===== src/rtl/multicycle_ctrl_if.sv =====
// Handshake bundle between the multicycle sequencer and the datapath/decoder.
// The master side is the sequencer; the slave side is whatever drives decoder/memory status.
interface multicycle_ctrl_if;
    logic [6:0]  opcode;
    logic        regw;
    logic        ramR;
    logic        ramW;
    logic        imem_ready;
    logic        dmem_ready;
    logic        ir_load;
    logic        pc_en;
    logic        regw_en;
    logic        ram_rd;
    logic        ram_wr;
    logic [2:0]  state;
    logic        fault;
    logic [31:0] instret;

    modport master (
        input  opcode, regw, ramR, ramW, imem_ready, dmem_ready,
        output ir_load, pc_en, regw_en, ram_rd, ram_wr, state, fault, instret
    );

    modport slave (
        output opcode, regw, ramR, ramW, imem_ready, dmem_ready,
        input  ir_load, pc_en, regw_en, ram_rd, ram_wr, state, fault, instret
    );
endinterface


===== src/rtl/multicycle_ctrl.sv =====
// Multicycle FETCH/DECODE/EXEC/MEM/WB sequencer: turns decoder level controls into
// single-cycle strobes, waits on memory, traps illegal opcodes and memory timeouts.
module multicycle_ctrl #(
    parameter int MEM_TIMEOUT = 15
) (
    input  logic               clock,
    input  logic               nreset,
    multicycle_ctrl_if.master  bus
);

    localparam int CW = (MEM_TIMEOUT > 0) ? $clog2(MEM_TIMEOUT + 1) : 1;
    localparam logic [CW-1:0] TMO_LIMIT = CW'(MEM_TIMEOUT);

    typedef enum logic [2:0] {
        FETCH  = 3'd0,
        DECODE = 3'd1,
        EXEC   = 3'd2,
        MEM    = 3'd3,
        WB     = 3'd4,
        HALT   = 3'd7
    } state_t;

    state_t         state_q, state_d;
    logic           fault_q, fault_d;
    logic [31:0]    instret_q, instret_d;
    logic [CW-1:0]  tmo_q, tmo_d, tmo_inc;

    logic ir_load, pc_en, regw_en, ram_rd, ram_wr;

    function automatic logic is_legal(input logic [6:0] op);
        case (op)
            7'b0110011, 7'b0010011, 7'b0000011,
            7'b0100011, 7'b0110111, 7'b0010111,
            7'b1100111, 7'b1100011, 7'b1101111: return 1'b1;
            default:                            return 1'b0;
        endcase
    endfunction

    always_comb begin
        state_d   = state_q;
        fault_d   = fault_q;
        instret_d = instret_q;
        tmo_d     = tmo_q;
        ir_load   = 1'b0;
        pc_en     = 1'b0;
        regw_en   = 1'b0;
        ram_rd    = 1'b0;
        ram_wr    = 1'b0;
        tmo_inc   = (tmo_q == '1) ? tmo_q : tmo_q + CW'(1);

        case (state_q)
            FETCH: begin
                ir_load = bus.imem_ready;
                if (bus.imem_ready) state_d = DECODE;
            end
            DECODE: begin
                state_d = is_legal(bus.opcode) ? EXEC : HALT;
            end
            EXEC: begin
                if (bus.ramR && bus.ramW) begin
                    state_d = HALT;
                end else if (bus.ramR || bus.ramW) begin
                    state_d = MEM;
                    tmo_d   = '0;
                end else begin
                    state_d = WB;
                end
            end
            MEM: begin
                ram_rd = bus.ramR;
                ram_wr = bus.ramW;
                if (bus.dmem_ready) begin
                    // A store has nothing to write back, so it retires here.
                    if (bus.ramW) begin
                        pc_en     = 1'b1;
                        instret_d = instret_q + 32'd1;
                        state_d   = FETCH;
                    end else begin
                        state_d = WB;
                    end
                end else begin
                    tmo_d = tmo_inc;
                    if ((MEM_TIMEOUT != 0) && (tmo_inc == TMO_LIMIT)) state_d = HALT;
                end
            end
            WB: begin
                regw_en   = bus.regw;
                pc_en     = 1'b1;
                instret_d = instret_q + 32'd1;
                state_d   = FETCH;
            end
            HALT: begin
                state_d = HALT;
            end
            default: begin
                state_d = HALT;
            end
        endcase

        if (state_d == HALT) fault_d = 1'b1;
    end

    always_ff @(posedge clock) begin
        if (!nreset) begin
            state_q   <= FETCH;
            fault_q   <= 1'b0;
            instret_q <= '0;
            tmo_q     <= '0;
        end else begin
            state_q   <= state_d;
            fault_q   <= fault_d;
            instret_q <= instret_d;
            tmo_q     <= tmo_d;
        end
    end

    assign bus.ir_load = ir_load;
    assign bus.pc_en   = pc_en;
    assign bus.regw_en = regw_en;
    assign bus.ram_rd  = ram_rd;
    assign bus.ram_wr  = ram_wr;
    assign bus.state   = state_q;
    assign bus.fault   = fault_q;
    assign bus.instret = instret_q;

endmodule


===== src/flat_wrapper.sv =====
// flat-port wrapper written by rule: the top's interface ports become plain ports
module multicycle_ctrl_flat 
#(
    parameter int MEM_TIMEOUT = 15
)
  (clock, nreset, bus_opcode, bus_regw, bus_ramR, bus_ramW, bus_imem_ready, bus_dmem_ready, bus_ir_load, bus_pc_en, bus_regw_en, bus_ram_rd, bus_ram_wr, bus_state, bus_fault, bus_instret);
  multicycle_ctrl_if bus_i ();
  input  logic clock;
  input  logic nreset;
  input wire logic [$bits(bus_i.opcode)-1:0] bus_opcode;
  input wire logic [$bits(bus_i.regw)-1:0] bus_regw;
  input wire logic [$bits(bus_i.ramR)-1:0] bus_ramR;
  input wire logic [$bits(bus_i.ramW)-1:0] bus_ramW;
  input wire logic [$bits(bus_i.imem_ready)-1:0] bus_imem_ready;
  input wire logic [$bits(bus_i.dmem_ready)-1:0] bus_dmem_ready;
  output wire logic [$bits(bus_i.ir_load)-1:0] bus_ir_load;
  output wire logic [$bits(bus_i.pc_en)-1:0] bus_pc_en;
  output wire logic [$bits(bus_i.regw_en)-1:0] bus_regw_en;
  output wire logic [$bits(bus_i.ram_rd)-1:0] bus_ram_rd;
  output wire logic [$bits(bus_i.ram_wr)-1:0] bus_ram_wr;
  output wire logic [$bits(bus_i.state)-1:0] bus_state;
  output wire logic [$bits(bus_i.fault)-1:0] bus_fault;
  output wire logic [$bits(bus_i.instret)-1:0] bus_instret;
  assign bus_i.opcode = bus_opcode;
  assign bus_i.regw = bus_regw;
  assign bus_i.ramR = bus_ramR;
  assign bus_i.ramW = bus_ramW;
  assign bus_i.imem_ready = bus_imem_ready;
  assign bus_i.dmem_ready = bus_dmem_ready;
  assign bus_ir_load = bus_i.ir_load;
  assign bus_pc_en = bus_i.pc_en;
  assign bus_regw_en = bus_i.regw_en;
  assign bus_ram_rd = bus_i.ram_rd;
  assign bus_ram_wr = bus_i.ram_wr;
  assign bus_state = bus_i.state;
  assign bus_fault = bus_i.fault;
  assign bus_instret = bus_i.instret;
  multicycle_ctrl #(.MEM_TIMEOUT(MEM_TIMEOUT)) u_core (.clock(clock), .nreset(nreset), .bus(bus_i));
endmodule

===== config.mk =====
export PLATFORM = sky130hd
export DESIGN_NAME = multicycle_ctrl_flat
export DESIGN_NICKNAME = d
export VERILOG_FILES = /design/src/rtl/multicycle_ctrl_if.sv /design/src/rtl/multicycle_ctrl.sv /design/src/flat_wrapper.sv
export SDC_FILE = /design/constraint.sdc
export NUM_CORES = 1
export LEC_CHECK = 0
export ABC_AREA = 1
export ABC_CLOCK_PERIOD_IN_PS = 2000
export BUFFER_PORTS_ARGS = -buffer_cell sky130_fd_sc_hd__buf_4
export CAP_MARGIN = 20
export CORE_MARGIN = 2
export CORE_UTILIZATION = 40
export CTS_BUF_LIST = sky130_fd_sc_hd__clkbuf_16
export CTS_CLUSTER_SIZE = 30
export DETAILED_ROUTE_END_ITERATION = 8
export RECOVER_POWER = 25
export SLEW_MARGIN = 20
export SYNTH_ARGS = -nofsm -noshare
export SYNTH_HDL_FRONTEND = slang
export SYNTH_SLANG_ARGS = --single-unit

===== constraint.sdc =====
create_clock -name clock -period 2 [get_ports clock]
set_clock_uncertainty 0.05 [all_clocks]
set_input_delay 0.4 -clock clock [delete_from_list [all_inputs] [get_ports clock]]
set_output_delay 0.4 -clock clock [all_outputs]
set_load 0.03 [all_outputs]

[Word level (Yosys, flattened, before mapping)]
Index checks and enable logic that the tools add are counted.
Word-level totals
  register bits after elaboration: 40
  input port bits: 14
Operators by class
  add/subtract/negate cells: 2
  equality and inequality tests: 21
  muxes and demuxes: 25
  reductions and logical operators: 8
Operators by type and width (count)
  32-bit 2-to-1 mux: 2
  32-bit case mux with 2 select lines: 1
  32-bit by 1-bit adder with 32-bit output, second input constant: 1
  7-bit by 6-bit equality test with 1-bit output, second input constant: 3
  7-bit equality test, second input constant: 3
  3-bit 2-to-1 mux: 7
  4-bit 2-to-1 mux: 4
  3-bit case mux with 5 select lines: 1
  7-bit by 5-bit equality test with 1-bit output, second input constant: 2
  9-bit OR reduction: 1
  4-bit equality test, second input constant: 2
  1-bit 2-to-1 mux: 8
  2-bit != test, second input constant: 4
  4-bit case mux with 2 select lines: 1
  7-bit by 2-bit equality test with 1-bit output, second input constant: 1
  3-bit by 2-bit equality test with 1-bit output, second input constant: 2
  3-bit equality test, second input constant: 2
  4-bit by 1-bit adder with 4-bit output, second input constant: 1
  4-bit AND reduction: 1
  2-bit nonzero test: 2
  3-bit by 1-bit equality test with 1-bit output, second input constant: 1
  3-bit zero test: 1
  3-bit AND reduction: 1
  2-bit by 1-bit != test with 1-bit output, second input constant: 1
  other kinds (3): 3

[Logic depth before layout (Yosys ltp)]
  depth after elaboration: 7
  depth in mapped cells: 12
  mapped depth without buffers: 12

[Worst setup path after synthesis]
No wires, ideal clock.
  kind: reg-to-output
  start point: reg u_core.state_q[0] (netlist: u_core.bus.state[0])
  end point: out bus_pc_en
  data arrival time: 1.316 ns
  path slack: 0.234 ns
  cell stages (with the launch flop): 4
  path buffers: 1
  cell sequence: dfxtp_1 > nand3_2 > o21ai_4 > buf_2
Between the ends
  cells in the longest elaborated chain, start to end: 2
  elaborated cells on any way between the ends: 3
  classes of those cells: eq/ne: 2; mux: 1
RTL lines
  start: declaration: RTL line multicycle_ctrl.sv:23  | state_t state_q, state_d;
  start signal: assignment: RTL line multicycle_ctrl.sv:110  | state_q <= state_d;
  3-bit equality test or 3-bit by 2-bit equality test with 1-bit output (tied branches): RTL line multicycle_ctrl.sv:51  | case (state_q)
  1-bit case mux with 2 select lines (*): RTL line multicycle_ctrl.sv:51
  end: declaration: RTL line flat_wrapper.sv:17  | output wire logic [$bits(bus_i.pc_en)-1:0] bus_pc_en;
Every way passes the cells marked *; elsewhere a longest branch is shown, timed or not.

[Final worst setup path]
Ends and elaborated chain as after synthesis.

==> results.md <==
Finish:
- For this run, the post-layout net count is 504.
- The signed area change from the synthesized netlist to the final layout is 23.2%.
- The ratio of cells with drive above 1 in the final layout is 11.3%.
- Counting the fill cells in the layout gives 663.
- After routing the design area is 3110 µm².
- The sequential cells in the finished layout cover a total of 801 µm².
- The area of the multi-input gates is 1560 µm².
- The final core utilization is 51.6%.
- 0 antenna diodes ended up in the layout.

Critical path:
- The category of the worst setup path capture point is an output pin.
- The worst flop-to-flop path startpoint is u_core.bus.state[0].
- The slowest stage of the critical path belongs to the cell dfxtp_1.
- The dominant delay contributor by cell family on the critical path is flip-flops.
- The signal on the critical path passes through nand3_2, o21ai_4, buf_4.
- For the worst setup path, the data arrival time is 1.47 ns.
- The required time of the critical path is 1.55 ns.
- The largest single stage delay on the critical path is 0.43 ns.
- The maximum fanout encountered on the critical timing path is 10.
- The endpoint of the lowest-slack register-to-register path is u_core.bus.instret[14].
- The number of buffers and inverters on the critical path is 1.
- The flop-to-flop setup slack is 0.22 ns.
- The worst setup path is launched from a flip-flop.
- The type of the setup path with the least slack is reg -> out.
- The worst reg2reg path depth is 8.

Yosys:
- Synthesis inferred 40 register bits.
- The async set-or-reset flop fraction in the synthesized netlist is 0%.
- The number of library cell types mapped by synthesis is 24.
- Yosys printed 0 warnings.
- The fraction of synthesized cell area taken by the top area cell type is 31.7%.
- In this run the cell area of the synthesized design comes to 2520 µm².
- The number of enable flip-flop cells after synthesis is 0.
- The leading cell type by number of instances after synthesis is nand2_1.
- The sequential fraction of the synthesis area is 31.7%.
- Sorting the synthesized cells by area gives the leading types as dfxtp_1, nand2_1, nor2_1, a21oi_1, inv_1.
- When the netlist entered floorplanning its net count stood at 443.
- The cell type with the largest total area after synthesis is dfxtp_1.
- In the synthesized netlist, the cells that appear most often are nand2_1, nor2_1, dfxtp_1, a21oi_1, inv_1.
- The gate count of the mapped netlist is 424.
- The mean post-synth cell area is 5.95 µm².
- The dominant synthesized flop cell is dfxtp_1.

Floorplan:
- 55 I/O pins were placed.
- The die is 83.4 µm wide.
- The floorplan step defined a core boundary enclosing 6030 µm².
- The starting density of the core is 41.9%.
- The die outline height is 83.4 µm.
- The die covers 6960 µm².
- In this run the core area contains 28 standard-cell rows.

GRT:
- The number of antenna violations at the first check in global routing came to 0.
- After global routing the overflow that remains totals 0.
- Entering global routing, the biggest net connects 29 pins.
- Across every metal layer, demand over resource in global routing totals 20.6%.
- The number of global-route vias before repair is 2671.
- The global-route wire length before repair is 11900 µm.
- For this run, global-route usage on met3 was measured as 3.78%.
- The busiest layer in global routing is met2.
- The global routing usage on met2 is 36.0%.
- For this run, global-route usage on met1 was measured as 25.3%.

STA:
- In the post-route analysis, the smallest setup slack over all paths is 0.0776 ns.
- The number of slew-limit violations in the final report is 0.
- At the pin with the least slew margin, the transition time is 0.510 ns.
- The worst slew slack as a fraction of its limit is 65.9%.
- The post-route worst hold slack is 0.376 ns.
- In the final timing run, aggregate negative setup slack is 0 ns.
- The final setup violation count is 0.
- The final critical path takes up 96.1% of the cycle.
- The maximum achievable frequency is 0.520 GHz.
- After layout, the minimum clock period comes to 1.92 ns.
- The final hold violation count is 0.
- Setup repair after global routing left no endpoint under its margin.

Power and ir drop:
- The logic gate share of total power is 32.0%.
- Summed over all nets, the switching power comes to 0.000917 W.
- The clock network burns 31.2% of the power.
- Across the VDD grid, the largest voltage drop is 0.656 mV.
- In this run the static leakage power is 1.25 nW.
- In this run the power density over the cells is 801 nW/µm².
- In this run, flip-flops and latches consume 36.8% of the power.
- Net switching is 36.8% of the power.
- The internal cell power is 0.00157 W.

Drt:
- The number of design-rule violations left by the first detailed-router iteration is 95.
- Before antenna repair, the detailed router went through 4 iterations.
- The number of routed nets with antenna violations is 0.
- In the final routed layout, each cell accounts on average for 12.2 µm.
- In the routed design, unresolved DRC markers number 0.
- The vias per cell is 4.88.
- Summing over every cut layer, the via total after detailed routing is 2735.
- The final layout contains routed wiring with a total length of 6860 µm.

Placement:
- The final weighted congestion in routability-driven placement is 0.851.
- After legalization and detailed placement, the total HPWL measured 5250 µm.
- During placement, the flow inserted port buffers numbering 54.
- Prior to clock tree synthesis, the placed netlist has a worst setup slack of 0.280 ns.
- The placed instances occupy a cell area of 3010 µm².

CTS:
- TritonCTS built the clock tree.
- Once the clock tree was built, the setup fixing pass inserted 0 buffers.
- The number of hold-repair buffers added at the cts stage is 0.
- CTS saw 40 sinks.
- The clock reaches the later pin of the worst-skew pair after 0.29 ns.
- The H-tree depth reported by CTS is 2.
- CTS placed an instance of clkbuf_16 at the clock tree root.
- Post-CTS repair changed the size of 0 cells.
- The clock-pin slew on the worst setup and hold paths is 0.06 ns.
- The longest clock path from root to sink contains 2 buffers.
- TritonCTS created 5 clock buffers.

Hold path:
- The worst hold path passes through 3 cells.
- The startpoint identified for the worst hold timing path is nreset.
- The sink of the worst hold path is u_core.bus.instret[12].
- The class of the tightest hold or removal check is in -> reg.

Status:
- The flow ran to the end, and the final reports show no timing, DRC or antenna violations.

Run:
- The number of maximum-capacitance constraint violations is 0.
[placed cells by master (no fill, tap or decap), types with 2 or more instances in the layout]
| cell type | instances |
|---|---|
| nand2_1 | 159 |
| nor2_1 | 83 |
| buf_4 | 41 |
| dfxtp_1 | 40 |
| a21oi_1 | 35 |
| inv_1 | 34 |
| clkbuf_1 | 20 |
| nand3_1 | 16 |
| nand3b_1 | 12 |
| o21ai_0 | 7 |
| ha_1 | 5 |
| clkbuf_16 | 5 |
| and3_1 | 4 |
| xor2_1 | 4 |
| nor2_4 | 3 |
| nor3_1 | 3 |
| nand4_1 | 3 |
| inv_2 | 2 |
| xnor2_1 | 2 |
[how the worst max path moves through the flow]
stage	from	end	slack, ns	cells past startpoint
after global routing	u_core.bus.state[0]	bus_pc_en	0.02	3
after global placement	u_core.bus.instret[2]	u_core.bus.instret[31]	0.28	9
after floorplan	u_core.bus.state[0]	bus_pc_en	0.23	3
final	u_core.bus.state[0]	bus_pc_en	0.08	3
after detailed placement	u_core.bus.instret[2]	u_core.bus.instret[31]	0.28	9
after CTS	u_core.bus.state[0]	bus_pc_en	0.03	3
[state kept, by name, summed over array words and instances (netlist names)]
signal / count
u_core.bus.instret: 32
u_core.tmo_q: 4
u_core.bus.state: 3
u_core.bus.fault: 1
[metal layers]
| layer | share of wire (%) | vias up |
|---|---|---|
| li1 | - | 1462 |
| met1 | 45 | 1212 |
| met2 | 48 | 50 |
| met3 | 4.4 | 11 |
| met4 | 2.0 | 0 |
| met5 | 0 | - |
[power by group through the flow]
stage                     combinational (W)  clock, W  sequential (W)
final                              0.000798  0.000777        0.000916
after global routing               0.000874  0.000837        0.000926
after CTS                          0.000770  0.000796        0.000915
after detailed placement           0.000768         0        0.000933
after global placement             0.000771         0        0.000930
after floorplan                    0.000422         0         0.00102
[layout make-up]
class / instances / share of cell area [%]
Multi-Input combinational cell: 342 / 50.2
Sequential cell: 40 / 25.8
Timing Repair Buffer: 61 / 12.3
Inverter: 35 / 4.23
Clock buffer: 5 / 4.02
Tap cell: 75 / 3.02
Clock inverter: 3 / 0.483
[cells by family (layout without fill, tap and decap cells)]
logic type	after synthesis	after routing	share of synthesized area, %
adders and majority gates	5	5	2.48
and+or+nand+nor	285	285	47.5
AOI/OAI and AO/OA	46	46	9.77
xor gates and xnor gates	6	6	2.08
buffers and inverters	42	104	6.45
DFF	40	40	31.7
[stage by stage]
stage	cells	power [W]
final	561	0.00249
after CTS	557	0.00248
after global placement	549	0.00170
after global routing	561	0.00264
after floorplan	424	0.00144
after detailed placement	549	0.00170
[worst register-to-register path, stage by stage, from the launching register on]
cell	delay, ns
dfxtp_1	0.43
nand3_2	0.19
o21ai_4	0.34
buf_4	0.19
nand3_4	0.10
nor2_4	0.14
nand2_1	0.08
o21ai_1	0.12
nor2_1	0.04
No activity file was read; power rests on OpenSTA's default activity.
